===== config.mk =====
export PLATFORM = sky130hd
export DESIGN_NAME = rotate_sequencer
export DESIGN_NICKNAME = d
export VERILOG_FILES = /design/src/rtl/rotseq_pkg.sv /design/src/rtl/rotate_sequencer.sv
export SDC_FILE = /design/constraint.sdc
export NUM_CORES = 1
export LEC_CHECK = 0
export ABC_AREA = 1
export CAP_MARGIN = 30
export CORE_MARGIN = 4
export CORE_UTILIZATION = 40
export DETAILED_ROUTE_END_ITERATION = 8
export GPL_TIMING_DRIVEN = 0
export PLACE_DENSITY = 0.71
export SLEW_MARGIN = 20
export SYNTH_ARGS = -nofsm -noshare
export SYNTH_HDL_FRONTEND = slang
export SYNTH_SLANG_ARGS = --single-unit
export TNS_END_PERCENT = 10

===== constraint.sdc =====
create_clock -name clk -period 2.02 [get_ports clk]
set_input_delay 0.404 -clock clk [delete_from_list [all_inputs] [get_ports clk]]
set_output_delay 0.404 -clock clk [all_outputs]
set_load 0.01 [all_outputs]

===== src/rtl/rotseq_pkg.sv =====
// Shared types and widths for the rotate sequencer that drives the 4-bit barrel shifter.
package rotseq_pkg;
  localparam int ROT_W = 4;
  localparam int AMT_W = 2;

  typedef enum logic [1:0] {
    IDLE   = 2'd0,
    SETTLE = 2'd1,
    HOLD   = 2'd2
  } state_e;
endpackage


===== src/rtl/rotate_sequencer.sv =====
// Feeds the external barrel_shifter, waits SETTLE_CYC cycles, then captures its output
// and hands it downstream. Optional macro ROTSEQ_LEFT_EN adds the in_dir port for left rotation.
module rotate_sequencer
  import rotseq_pkg::*;
#(
  parameter int SETTLE_CYC = 4,
  parameter int CNT_W      = 4
) (
  input  logic             clk,
  input  logic             rst_n,
  input  logic             in_valid,
  output logic             in_ready,
  input  logic [ROT_W-1:0] in_data,
  input  logic [AMT_W-1:0] in_amt,
`ifdef ROTSEQ_LEFT_EN
  input  logic             in_dir,
`endif
  output logic [ROT_W-1:0] sh_a,
  output logic [AMT_W-1:0] sh_s,
  input  logic [ROT_W-1:0] sh_y,
  output logic             out_valid,
  input  logic             out_ready,
  output logic [ROT_W-1:0] out_data,
  output logic             busy,
  output logic [CNT_W-1:0] op_count
);
  localparam logic [CNT_W-1:0] SETTLE_LD = CNT_W'(SETTLE_CYC - 1);

  logic [1:0]       state;
  logic [CNT_W-1:0] cnt;
  logic [AMT_W-1:0] amt;

`ifdef ROTSEQ_LEFT_EN
  // Left by n equals right by (4-n) mod 4; the 2-bit wrap does the modulo.
  assign amt = in_dir ? ('0 - in_amt) : in_amt;
`else
  assign amt = in_amt;
`endif

  assign in_ready = (state == IDLE);
  assign busy     = (state != IDLE);

  always_ff @(posedge clk or negedge rst_n) begin
    if (!rst_n) begin
      state     <= IDLE;
      cnt       <= '0;
      sh_a      <= '0;
      sh_s      <= '0;
      out_valid <= 1'b0;
      out_data  <= '0;
      op_count  <= '0;
    end else begin
      case (state)
        IDLE: if (in_valid) begin
          sh_a  <= in_data;
          sh_s  <= amt;
          cnt   <= SETTLE_LD;
          state <= SETTLE;
        end
        SETTLE: begin
          if (cnt == '0) begin
            out_data  <= sh_y;
            out_valid <= 1'b1;
            state     <= HOLD;
          end else begin
            cnt <= cnt - 1'b1;
          end
        end
        // sh_a/sh_s are left untouched so the shifter output stays quiet.
        HOLD: if (out_ready) begin
          out_valid <= 1'b0;
          op_count  <= op_count + 1'b1;
          state     <= IDLE;
        end
        default: begin
          out_valid <= 1'b0;
          state     <= IDLE;
        end
      endcase
    end
  end
endmodule

==> impl_metrics.xml, run 1 <==
<?xml version="1.0" encoding="UTF-8"?>
<metrics>
  <group name="clocking">
    <metric name="clkLatencyLatePin" unit="ps">300</metric>
    <metric name="clock_tree_from_tritoncts" unit="">done</metric>
    <metric name="tritoncts_num_sinks" unit="">21</metric>
    <metric name="cts_root_buffer" unit="">sky130_fd_sc_hd__clkbuf_4</metric>
    <metric name="holdBufCountCts" unit="">0</metric>
    <metric name="clock_tree.buffer_depth" unit="">2</metric>
    <metric name="clk_pin_slew" unit="ps">110</metric>
    <metric name="cts_buffers" unit="">3</metric>
    <metric name="htreeDepth" unit="">1</metric>
  </group>
  <group name="grt">
    <metric name="wire_length_of_the_first_global_routing_pass" unit="mm">3.30</metric>
    <metric name="globalRouteTotalUtil" unit="%">13.0</metric>
    <metric name="grt_start_max_net_pins" unit="">22</metric>
    <metric name="grt_antenna_before_repair" unit="">0</metric>
    <metric name="globalRouteOverflowTotal" unit="">0</metric>
    <metric name="via_count_of_the_first_global_routing_pass" unit="">768</metric>
  </group>
  <group name="sta">
    <metric name="timing.final.crit_period" unit="ps">1680</metric>
    <metric name="timing.final.hold_violations" unit="">0</metric>
    <metric name="fmaxAchievable" unit="GHz">0.596</metric>
    <metric name="grt_setup_unrepaired" unit="">false</metric>
    <metric name="max_slew.worst_pin.slew" unit="ps">306</metric>
    <metric name="slew_violations" unit="">0</metric>
    <metric name="timing.max_slew.rel_slack" unit="%">79.5</metric>
    <metric name="skew_final" unit="ps">5.19</metric>
    <metric name="final.setup.tns" unit="ps">0</metric>
    <metric name="layout_worst_path_cycle_share" unit="%">83.0</metric>
    <metric name="report.final.setup_viol" unit="">0</metric>
  </group>
  <group name="floorplan">
    <metric name="boundaryPins" unit="">31</metric>
    <metric name="die_y" unit="µm">57.3</metric>
    <metric name="x_dimension_of_the_die" unit="µm">57.3</metric>
    <metric name="floorplan_core_area" unit="µm²">2250</metric>
    <metric name="die-area" unit="µm²">3280</metric>
    <metric name="floorplan.initialDensity" unit="%">43.1</metric>
    <metric name="placement_rows" unit="">17</metric>
  </group>
  <group name="drt">
    <metric name="wirelength" unit="mm">1.83</metric>
    <metric name="drt-vias-per-instance" unit="">4.64</metric>
    <metric name="drtIter0Drc" unit="">7</metric>
    <metric name="route.antenna.remaining_nets" unit="">0</metric>
    <metric name="routed_length_per_placed_instance" unit="µm">11.1</metric>
    <metric name="drcViolationCount" unit="">0</metric>
    <metric name="dr.pass1.iters" unit="">3</metric>
    <metric name="route.vias.total" unit="">766</metric>
  </group>
  <group name="yosys">
    <metric name="synth.avg_cell_area" unit="µm²">9.72</metric>
    <metric name="synth-seq-area-share" unit="%">54.1</metric>
    <metric name="yosys_register_bits" unit="">21</metric>
    <metric name="synthCells" unit="">100</metric>
    <metric name="synthesis.yosys.warnings" unit="">0</metric>
    <metric name="syn-num-nets" unit="">117</metric>
    <metric name="netlist_area" unit="µm²">972</metric>
    <metric name="netlist-cell-type-count" unit="">20</metric>
  </group>
  <group name="place">
    <metric name="number_of_buffer_cells_added_on_primary_ports" unit="">29</metric>
    <metric name="finalWeightedCongestion" unit="">0.764</metric>
    <metric name="dp.final_hpwl" unit="mm">1.39</metric>
    <metric name="detailed_place.area" unit="µm²">1300</metric>
  </group>
  <group name="worst_setup_path">
    <metric name="reg2regPathDepth" unit="">7</metric>
    <metric name="crit_required" unit="ps">1620</metric>
    <metric name="critical_path.startpoint" unit="">op_count[0]</metric>
    <metric name="arrival" unit="ps">1270</metric>
    <metric name="crit_family" unit="">buffers and inverters</metric>
    <metric name="r2r-start" unit="">cnt[0]</metric>
    <metric name="critPathSlowestCell" unit="">sky130_fd_sc_hd__clkdlybuf4s50_1</metric>
    <metric name="crit_path_cells" unit="">clkdlybuf4s50_1</metric>
    <metric name="endpoint_class_of_the_critical_path" unit="">output port</metric>
    <metric name="critPathLaunchType" unit="">flip-flop</metric>
    <metric name="reg2reg_slack" unit="ps">700</metric>
    <metric name="crit_path_max_incr_delay" unit="ps">560</metric>
    <metric name="critical_path.max_fanout" unit="">4</metric>
    <metric name="worst_r2r_endpoint" unit="">cnt[0]</metric>
    <metric name="timing_worst_setup_path_type" unit="">reg -&gt; out</metric>
    <metric name="critical_path.n_buffers_inverters" unit="">1</metric>
  </group>
  <group name="run_status">
    <metric name="run_status" unit="">finished, final reports clean</metric>
  </group>
  <group name="power_and_ir_drop">
    <metric name="power_per_cell_area" unit="nW/µm²">1440</metric>
    <metric name="static-leakage-power" unit="µW">0.000688</metric>
    <metric name="worst_ir_drop_vdd" unit="µV">901</metric>
  </group>
  <group name="final_layout">
    <metric name="drive_gt1_share" unit="%">16.1</metric>
    <metric name="fin_area" unit="µm²">1370</metric>
    <metric name="fillers" unit="">207</metric>
    <metric name="nNetsFinal" unit="">155</metric>
    <metric name="syn2layout_area_growth" unit="%">40.8</metric>
    <metric name="insertedDiodeCount" unit="">0</metric>
  </group>
  <group name="flow_run">
    <metric name="maxCapViolations" unit="">0</metric>
  </group>
  <group name="hold_path">
    <metric name="min-delay-path-class" unit="">in -&gt; async</metric>
  </group>
</metrics>
## worst max-delay path by stage
| stage | endpoint | slack, ps | depth (start not counted) |
|---|---|---|---|
| floorplan | busy | 790 | 2 |
| global route | op_count[0] | 270 | 1 |
| global placement | in_ready | 300 | 2 |
| CTS | in_ready | 10 | 2 |
| detailed placement | in_ready | 300 | 2 |
| finish | op_count[0] | 340 | 1 |
## flip-flops by register name, summed over array words and instances, names as in the netlist
register,flops
state,2
out_valid,1
cnt,4
sh_a,4
op_count,4
sh_s,2
out_data,4
## logic make-up (layout without fill, tap and decap cells)
logic type,count (synthesis),in the layout,share of synthesized area (%)
flip-flops,21,21,54.1
buffers and inverters,13,50,5.15
adder cells (fa/ha/maj),3,3,3.86
AND/OR/NAND/NOR,52,52,29.5
XOR/XNOR,4,4,3.60
AO/OA/AOI/OAI,7,7,3.86
## cell usage after synthesis (all sizes together)
cell	number	share of area (%)
inv	12	4.6
a22oi	1	0.77
dfrtp	21	54
nor2	10	6.2
nand3b	1	0.77
ha	3	3.9
xor2	2	1.8
o21ai	6	3.1
nand3	12	7.2
nand4	3	3.5
buf	1	0.51
nand2	26	12
xnor2	2	1.8
## per-layer routing
| layer | GRT usage [%] | up-vias | wire [µm] |
|---|---|---|---|
| met5 | 0 | - | 0 |
| met4 | 6.95 | 0 | 43 |
| met3 | 5.88 | 5 | 162 |
| met2 | 20.9 | 25 | 846 |
| met1 | 14.5 | 339 | 773 |
| li1 | - | 397 | - |
## power by group
group,switching (µW),internal (µW)
Clock,122,73.9
Sequential,132,602
Combinational,516,521
## cells in the final DEF (no fill, tap or decap), types with 3 or more instances in the layout
cell,instances
sky130_fd_sc_hd__nor2_1,5
sky130_fd_sc_hd__inv_1,11
sky130_fd_sc_hd__ha_1,3
sky130_fd_sc_hd__nor2_2,3
sky130_fd_sc_hd__dfrtp_1,20
sky130_fd_sc_hd__o21ai_1,6
sky130_fd_sc_hd__clkbuf_4,3
sky130_fd_sc_hd__clkdlybuf4s50_1,27
sky130_fd_sc_hd__nand3_1,10
sky130_fd_sc_hd__nand2_1,23
sky130_fd_sc_hd__buf_4,3
## through the flow
step                power (µW)  hold WS (ps)  std cells  util [%]  setup WS [ps]
floorplan                 1300           108        100         -            789
global placement          1720           454        157      57.5            295
detailed placement        1740           462        157      57.5            300
CTS                       1970           388        162      59.1           13.2
global route              2150           327        165      60.7            272
finish                    1970           338        165      60.7            343
## cell type report
type                    count  area [µm²]  area share [%]
inverters                  12        45.0            3.29
multi-input cells          66         397            29.0
flip-flops and latches     21         527            38.5
well taps                  28        35.0            2.56
plain buffers               1        5.00           0.366
clock buffers               3        22.5            1.65
repair buffers             33         333            24.3
clock inverters             1        5.00           0.366
## timing repair
| item | CTS | global route |
|---|---|---|
| buffers inserted | 1 | 2 |
| cloned | 0 | 0 |
| resized for setup | 0 | 3 |
| pin swaps | 1 | 1 |
| endpoints found under the setup margin | 2 | 2 |
No activity file was read; power rests on OpenSTA's default activity.
==> inputs of run 2 (changes only) <==
==> constraint.sdc (replaced) <==
create_clock -name clk -period 1.74 [get_ports clk]
set_input_delay 0.348 -clock clk [delete_from_list [all_inputs] [get_ports clk]]
set_output_delay 0.348 -clock clk [all_outputs]
set_load 0.01 [all_outputs]
==> run 2 against run 1 <==
Effect of this change: first-iteration DRC count grew 14%; global-route usage up 0.094 points; largest cell class unchanged; critical endpoint unchanged; via count fell by 0.13%; highest routed layer unchanged; largest power group unchanged; power up 14%; sequential cell count unchanged; non-clock buffer count shrank 1; count of clock-buffer cells in the layout stayed put; worst hold slack lost 55 ps.
==> impl_metrics.xml, run 2 (same netlist as run 1, synthesis figures left out) <==
<?xml version="1.0" encoding="UTF-8"?>
<metrics>
  <group name="run_status">
    <metric name="run_status" unit="">finished, final reports clean</metric>
  </group>
  <group name="floorplan">
    <metric name="die-area" unit="µm²">3280</metric>
    <metric name="die_y" unit="µm">57.3</metric>
    <metric name="boundaryPins" unit="">31</metric>
    <metric name="placement_rows" unit="">17</metric>
    <metric name="floorplan.initialDensity" unit="%">43.1</metric>
    <metric name="x_dimension_of_the_die" unit="µm">57.3</metric>
    <metric name="floorplan_core_area" unit="µm²">2250</metric>
  </group>
  <group name="sta">
    <metric name="skew_final" unit="ps">4.37</metric>
    <metric name="fmaxAchievable" unit="GHz">0.617</metric>
    <metric name="final.setup.tns" unit="ps">0</metric>
    <metric name="grt_setup_unrepaired" unit="">false</metric>
    <metric name="slew_violations" unit="">0</metric>
    <metric name="timing.max_slew.rel_slack" unit="%">79.5</metric>
    <metric name="timing.final.crit_period" unit="ps">1620</metric>
    <metric name="finalHoldWorstSlack" unit="ps">283</metric>
    <metric name="timing.final.hold_violations" unit="">0</metric>
    <metric name="report.final.setup_viol" unit="">0</metric>
    <metric name="layout_worst_path_cycle_share" unit="%">93.2</metric>
    <metric name="max_slew.worst_pin.slew" unit="ps">307</metric>
  </group>
  <group name="place">
    <metric name="dp.final_hpwl" unit="mm">1.39</metric>
    <metric name="placed_cells_incl_taps" unit="">157</metric>
    <metric name="number_of_buffer_cells_added_on_primary_ports" unit="">29</metric>
    <metric name="finalWeightedCongestion" unit="">0.764</metric>
    <metric name="detailed_place.area" unit="µm²">1300</metric>
  </group>
  <group name="grt">
    <metric name="wire_length_of_the_first_global_routing_pass" unit="mm">3.33</metric>
    <metric name="globalRouteOverflowTotal" unit="">0</metric>
    <metric name="grt_start_max_net_pins" unit="">22</metric>
    <metric name="grt_antenna_before_repair" unit="">0</metric>
    <metric name="via_count_of_the_first_global_routing_pass" unit="">774</metric>
    <metric name="globalRouteTotalUtil" unit="%">13.1</metric>
  </group>
  <group name="power_and_ir_drop">
    <metric name="totalPowerFinal" unit="µW">2250</metric>
    <metric name="power_per_cell_area" unit="nW/µm²">1660</metric>
    <metric name="cellInternalPower" unit="µW">1360</metric>
    <metric name="static-leakage-power" unit="µW">0.000667</metric>
    <metric name="switching_power" unit="µW">889</metric>
    <metric name="power.switching_fraction" unit="%">39.6</metric>
    <metric name="reg_power_share" unit="%">37.3</metric>
    <metric name="comb_power_share" unit="%">52.6</metric>
    <metric name="clock_power_share" unit="%">10.1</metric>
    <metric name="worst_ir_drop_vdd" unit="µV">977</metric>
  </group>
  <group name="drt">
    <metric name="wirelength" unit="mm">1.82</metric>
    <metric name="drt-vias-per-instance" unit="">4.66</metric>
    <metric name="routed_length_per_placed_instance" unit="µm">11.1</metric>
    <metric name="drtIter0Drc" unit="">8</metric>
    <metric name="drcViolationCount" unit="">0</metric>
    <metric name="route.vias.total" unit="">765</metric>
    <metric name="dr.pass1.iters" unit="">3</metric>
    <metric name="route.antenna.remaining_nets" unit="">0</metric>
  </group>
  <group name="hold_path">
    <metric name="min-delay-path-class" unit="">in -&gt; async</metric>
  </group>
  <group name="clocking">
    <metric name="clkLatencyLatePin" unit="ps">300</metric>
    <metric name="clock_tree.buffer_depth" unit="">2</metric>
    <metric name="tritoncts_num_sinks" unit="">21</metric>
    <metric name="cts_buffers" unit="">3</metric>
    <metric name="holdBufCountCts" unit="">0</metric>
    <metric name="clock_tree_from_tritoncts" unit="">done</metric>
    <metric name="htreeDepth" unit="">1</metric>
    <metric name="cts_root_buffer" unit="">sky130_fd_sc_hd__clkbuf_4</metric>
    <metric name="clk_pin_slew" unit="ps">110</metric>
  </group>
  <group name="final_layout">
    <metric name="insertedDiodeCount" unit="">0</metric>
    <metric name="nNetsFinal" unit="">154</metric>
    <metric name="drive_gt1_share" unit="%">15.4</metric>
    <metric name="fillers" unit="">211</metric>
    <metric name="fin_area" unit="µm²">1350</metric>
    <metric name="syn2layout_area_growth" unit="%">39.3</metric>
    <metric name="layout.cells.most_common_list" unit="">sky130_fd_sc_hd__clkdlybuf4s50_1 (27), sky130_fd_sc_hd__nand2_1 (23), sky130_fd_sc_hd__dfrtp_1 (20)</metric>
    <metric name="mostFrequentLayoutCell" unit="">sky130_fd_sc_hd__clkdlybuf4s50_1</metric>
    <metric name="stdcell_count" unit="">164</metric>
  </group>
  <group name="worst_setup_path">
    <metric name="worst_r2r_endpoint" unit="">cnt[0]</metric>
    <metric name="arrival" unit="ps">1270</metric>
    <metric name="crit_path_cells" unit="">clkdlybuf4s50_1</metric>
    <metric name="critPathSlowestCell" unit="">sky130_fd_sc_hd__clkdlybuf4s50_1</metric>
    <metric name="timing_worst_setup_path_type" unit="">reg -&gt; out</metric>
    <metric name="critical_path.max_fanout" unit="">4</metric>
    <metric name="reg2reg_slack" unit="ps">420</metric>
    <metric name="r2r-start" unit="">cnt[0]</metric>
    <metric name="crit_required" unit="ps">1390</metric>
    <metric name="crit_family" unit="">buffers and inverters</metric>
    <metric name="critPathLaunchType" unit="">flip-flop</metric>
    <metric name="reg2regPathDepth" unit="">7</metric>
    <metric name="crit_path_max_incr_delay" unit="ps">560</metric>
    <metric name="critical_path.n_buffers_inverters" unit="">1</metric>
    <metric name="endpoint_class_of_the_critical_path" unit="">output port</metric>
  </group>
  <group name="flow_run">
    <metric name="maxCapViolations" unit="">0</metric>
  </group>
</metrics>
## run 2: cell types whose count changed in the layout (fill, tap and decap cells not counted), sizes merged
cell,change
dlygate4sd2,+2
buf,-1
dlymetal6s2s,-2
## run 2: how the worst max path moves through the flow
stage,startpoint,end,slack (ps),cells after the start
2_1_floorplan,cnt[0],cnt[0],510,7
3_3_place_gp,state[1],in_ready,70,2
3_5_place_dp,state[1],in_ready,80,2
4_1_cts,op_count[0],op_count[0],110,1
5_1_grt,state[0],busy,3,3
6_report,op_count[0],op_count[0],120,1
## run 2: cell type report
cell class	instances	area [µm²]	share of cell area [%]
clock inverters	1	5.00	0.370
clock buffers	3	22.5	1.66
multi-input cells	66	397	29.3
plain buffers	1	5.00	0.370
inverters	12	45.0	3.33
well taps	28	35.0	2.59
repair buffers	32	318	23.5
flip-flops and latches	21	527	38.9
## run 2: per-stage QoR
stage               setup WS, ps  util (%)
floorplan                    510         -
global placement            71.3      57.5
detailed placement          75.9      57.5
CTS                          105      59.4
global route                3.33      60.0
finish                       119      60.0
## run 2: timing repair
item,4_1_cts,5_1_grt
setup endpoints to repair,2,0
gates resized for setup,3,0
buffers inserted,2,0
## run 2: routing by layer
layer	vias to the layer above	GRT usage (%)	part of all wire [%]
li1	394	-	-
met1	341	14.6	42
met2	25	21.0	46
met3	5	5.88	8.9
met4	0	6.95	2.4
met5	-	0	0
## run 2: power groups by stage
stage / combinational (µW) / sequential (µW) / clock, µW
global route: 1330 / 867 / 265
finish: 1180 / 837 / 227
floorplan: 596 / 914 / 0
detailed placement: 1160 / 857 / 0
global placement: 1140 / 852 / 0
CTS: 1200 / 841 / 239
==> inputs of run 3 (changes only) <==
--- a/config.mk
+++ b/config.mk
@@ -9,9 +9,11 @@
 export CAP_MARGIN = 30
 export CORE_MARGIN = 4
 export CORE_UTILIZATION = 40
+export CTS_BUF_LIST = sky130_fd_sc_hd__clkbuf_16
 export DETAILED_ROUTE_END_ITERATION = 8
 export GPL_TIMING_DRIVEN = 0
 export PLACE_DENSITY = 0.71
+export SKIP_CTS_REPAIR_TIMING = 1
 export SLEW_MARGIN = 20
 export SYNTH_ARGS = -nofsm -noshare
 export SYNTH_HDL_FRONTEND = slang
==> run 3 against run 2 <==
Effect of this change: combinational power barely moved; fmax rose by 4.4%; utilization rose by 2.7 points; clock skew fell by 2.6 ps; non-clock buffer count did not move; routed wire length rose by 5.7%; clock power rose by 110%; sequential cell count did not move; critical path depth did not move; critical path type unchanged.
==> impl_metrics.xml, run 3 (same netlist as run 1, synthesis figures left out) <==
<?xml version="1.0" encoding="UTF-8"?>
<metrics>
  <group name="final_layout">
    <metric name="layout.cells.most_common_list" unit="">sky130_fd_sc_hd__clkdlybuf4s50_1 (27), sky130_fd_sc_hd__nand2_1 (23), sky130_fd_sc_hd__dfrtp_1 (20)</metric>
    <metric name="insertedDiodeCount" unit="">0</metric>
    <metric name="drive_gt1_share" unit="%">15.4</metric>
    <metric name="nNetsFinal" unit="">154</metric>
    <metric name="mostFrequentLayoutCell" unit="">sky130_fd_sc_hd__clkdlybuf4s50_1</metric>
    <metric name="syn2layout_area_growth" unit="%">45.4</metric>
  </group>
  <group name="floorplan">
    <metric name="placement_rows" unit="">17</metric>
    <metric name="x_dimension_of_the_die" unit="µm">57.3</metric>
    <metric name="die_y" unit="µm">57.3</metric>
    <metric name="floorplan_core_area" unit="µm²">2250</metric>
    <metric name="boundaryPins" unit="">31</metric>
    <metric name="floorplan.initialDensity" unit="%">43.1</metric>
    <metric name="die-area" unit="µm²">3280</metric>
  </group>
  <group name="run_status">
    <metric name="run_status" unit="">finished, final reports clean</metric>
  </group>
  <group name="place">
    <metric name="finalWeightedCongestion" unit="">0.764</metric>
    <metric name="dp.final_hpwl" unit="mm">1.39</metric>
    <metric name="pre_cts_slack" unit="ps">75.9</metric>
    <metric name="number_of_buffer_cells_added_on_primary_ports" unit="">29</metric>
  </group>
  <group name="sta">
    <metric name="postLayoutSetupSlackWorst" unit="ps">187</metric>
    <metric name="grt_setup_unrepaired" unit="">false</metric>
    <metric name="timing.max_slew.rel_slack" unit="%">80.3</metric>
    <metric name="final.setup.tns" unit="ps">0</metric>
    <metric name="fmaxAchievable" unit="GHz">0.644</metric>
    <metric name="skew_final" unit="ps">1.77</metric>
    <metric name="timing.final.crit_period" unit="ps">1550</metric>
    <metric name="layout_worst_path_cycle_share" unit="%">89.2</metric>
    <metric name="slew_violations" unit="">0</metric>
    <metric name="max_slew.worst_pin.slew" unit="ps">295</metric>
    <metric name="timing.final.hold_violations" unit="">0</metric>
    <metric name="report.final.setup_viol" unit="">0</metric>
  </group>
  <group name="worst_setup_path">
    <metric name="critPathLaunchType" unit="">flip-flop</metric>
    <metric name="crit_path_max_incr_delay" unit="ps">560</metric>
    <metric name="crit_family" unit="">buffers and inverters</metric>
    <metric name="crit_required" unit="ps">1390</metric>
    <metric name="critical_path.max_fanout" unit="">4</metric>
    <metric name="arrival" unit="ps">1200</metric>
    <metric name="timing_worst_setup_path_type" unit="">reg -&gt; out</metric>
    <metric name="endpoint_class_of_the_critical_path" unit="">output port</metric>
    <metric name="critical_path.n_buffers_inverters" unit="">1</metric>
    <metric name="crit_path_cells" unit="">clkdlybuf4s50_1</metric>
    <metric name="critPathSlowestCell" unit="">sky130_fd_sc_hd__clkdlybuf4s50_1</metric>
  </group>
  <group name="power_and_ir_drop">
    <metric name="comb_power_share" unit="%">47.5</metric>
    <metric name="clock_power_share" unit="%">18.7</metric>
    <metric name="power.switching_fraction" unit="%">36.9</metric>
    <metric name="cellInternalPower" unit="µW">1600</metric>
    <metric name="power_per_cell_area" unit="nW/µm²">1790</metric>
    <metric name="switching_power" unit="µW">936</metric>
    <metric name="reg_power_share" unit="%">33.8</metric>
    <metric name="worst_ir_drop_vdd" unit="µV">999</metric>
    <metric name="static-leakage-power" unit="µW">0.000705</metric>
  </group>
  <group name="drt">
    <metric name="route.antenna.remaining_nets" unit="">0</metric>
    <metric name="drcViolationCount" unit="">0</metric>
    <metric name="drtIter0Drc" unit="">11</metric>
    <metric name="route.vias.total" unit="">780</metric>
    <metric name="wirelength" unit="mm">1.93</metric>
    <metric name="drt-vias-per-instance" unit="">4.76</metric>
    <metric name="dr.pass1.iters" unit="">4</metric>
    <metric name="routed_length_per_placed_instance" unit="µm">11.7</metric>
  </group>
  <group name="grt">
    <metric name="grt_antenna_before_repair" unit="">0</metric>
    <metric name="wire_length_of_the_first_global_routing_pass" unit="mm">3.34</metric>
    <metric name="globalRouteOverflowTotal" unit="">0</metric>
    <metric name="globalRouteTotalUtil" unit="%">12.9</metric>
    <metric name="via_count_of_the_first_global_routing_pass" unit="">784</metric>
    <metric name="grt_start_max_net_pins" unit="">22</metric>
  </group>
  <group name="clocking">
    <metric name="clock_tree.buffer_depth" unit="">2</metric>
    <metric name="cts_root_buffer" unit="">sky130_fd_sc_hd__clkbuf_16</metric>
    <metric name="cts_buffers" unit="">3</metric>
    <metric name="clkLatencyLatePin" unit="ps">250</metric>
    <metric name="tritoncts_num_sinks" unit="">21</metric>
    <metric name="htreeDepth" unit="">1</metric>
    <metric name="clock_tree_from_tritoncts" unit="">done</metric>
    <metric name="clk_pin_slew" unit="ps">60</metric>
  </group>
  <group name="hold_path">
    <metric name="min-delay-path-class" unit="">in -&gt; async</metric>
  </group>
  <group name="flow_run">
    <metric name="maxCapViolations" unit="">0</metric>
  </group>
</metrics>
## run 3: path summary, 6_finish.rpt
path | startpoint | endpoint | slack [ps] | depth (start not counted)
min in group clk | in_valid | sh_a[0] | 410 | 3
worst max-delay path | op_count[0] | op_count[0] | 190 | 1
worst max register to register | cnt[0] | cnt[0] | 360 | 7
worst min register to register | op_count[3] | op_count[3] | 470 | 1
worst min-delay path | rst_n | out_data[1] | 340 | 1
max in group asynchronous | rst_n | state[1] | 980 | 2
## run 3: per-stage QoR
stage               utilization [%]  hold slack, ps  cells  area (µm²)  total power [µW]
CTS                            61.1             411    161        1380              2520
detailed placement             57.5             462    157        1300              2020
finish                         62.7             344    164        1410              2540
global route                   62.7             364    164        1410              2740
floorplan                         -            52.4    100         972              1510
global placement               57.5             454    157        1300              1990
## run 3: layout make-up
cell class	instances	area, µm²
flip-flops and latches	21	527
multi-input cells	66	397
clock buffers	3	75.1
clock inverters	1	5.00
repair buffers	32	325
well taps	28	35.0
inverters	12	45.0
fillers	202	841
plain buffers	1	5.00
## run 3: layer usage
layer	up-vias	share of wire, %	GRT usage, %
li1	390	-	-
met1	358	43	14.5
met2	29	48	22.5
met3	3	8.8	5.88
met4	0	0.57	2.98
met5	-	0	0
## run 3: power groups by stage
stage	registers, µW	clock network, µW	logic (µW)
2_1_floorplan	914	0	596
3_3_place_gp	852	0	1140
3_5_place_dp	857	0	1160
4_1_cts	857	482	1180
5_1_grt	889	508	1340
6_report	857	475	1200
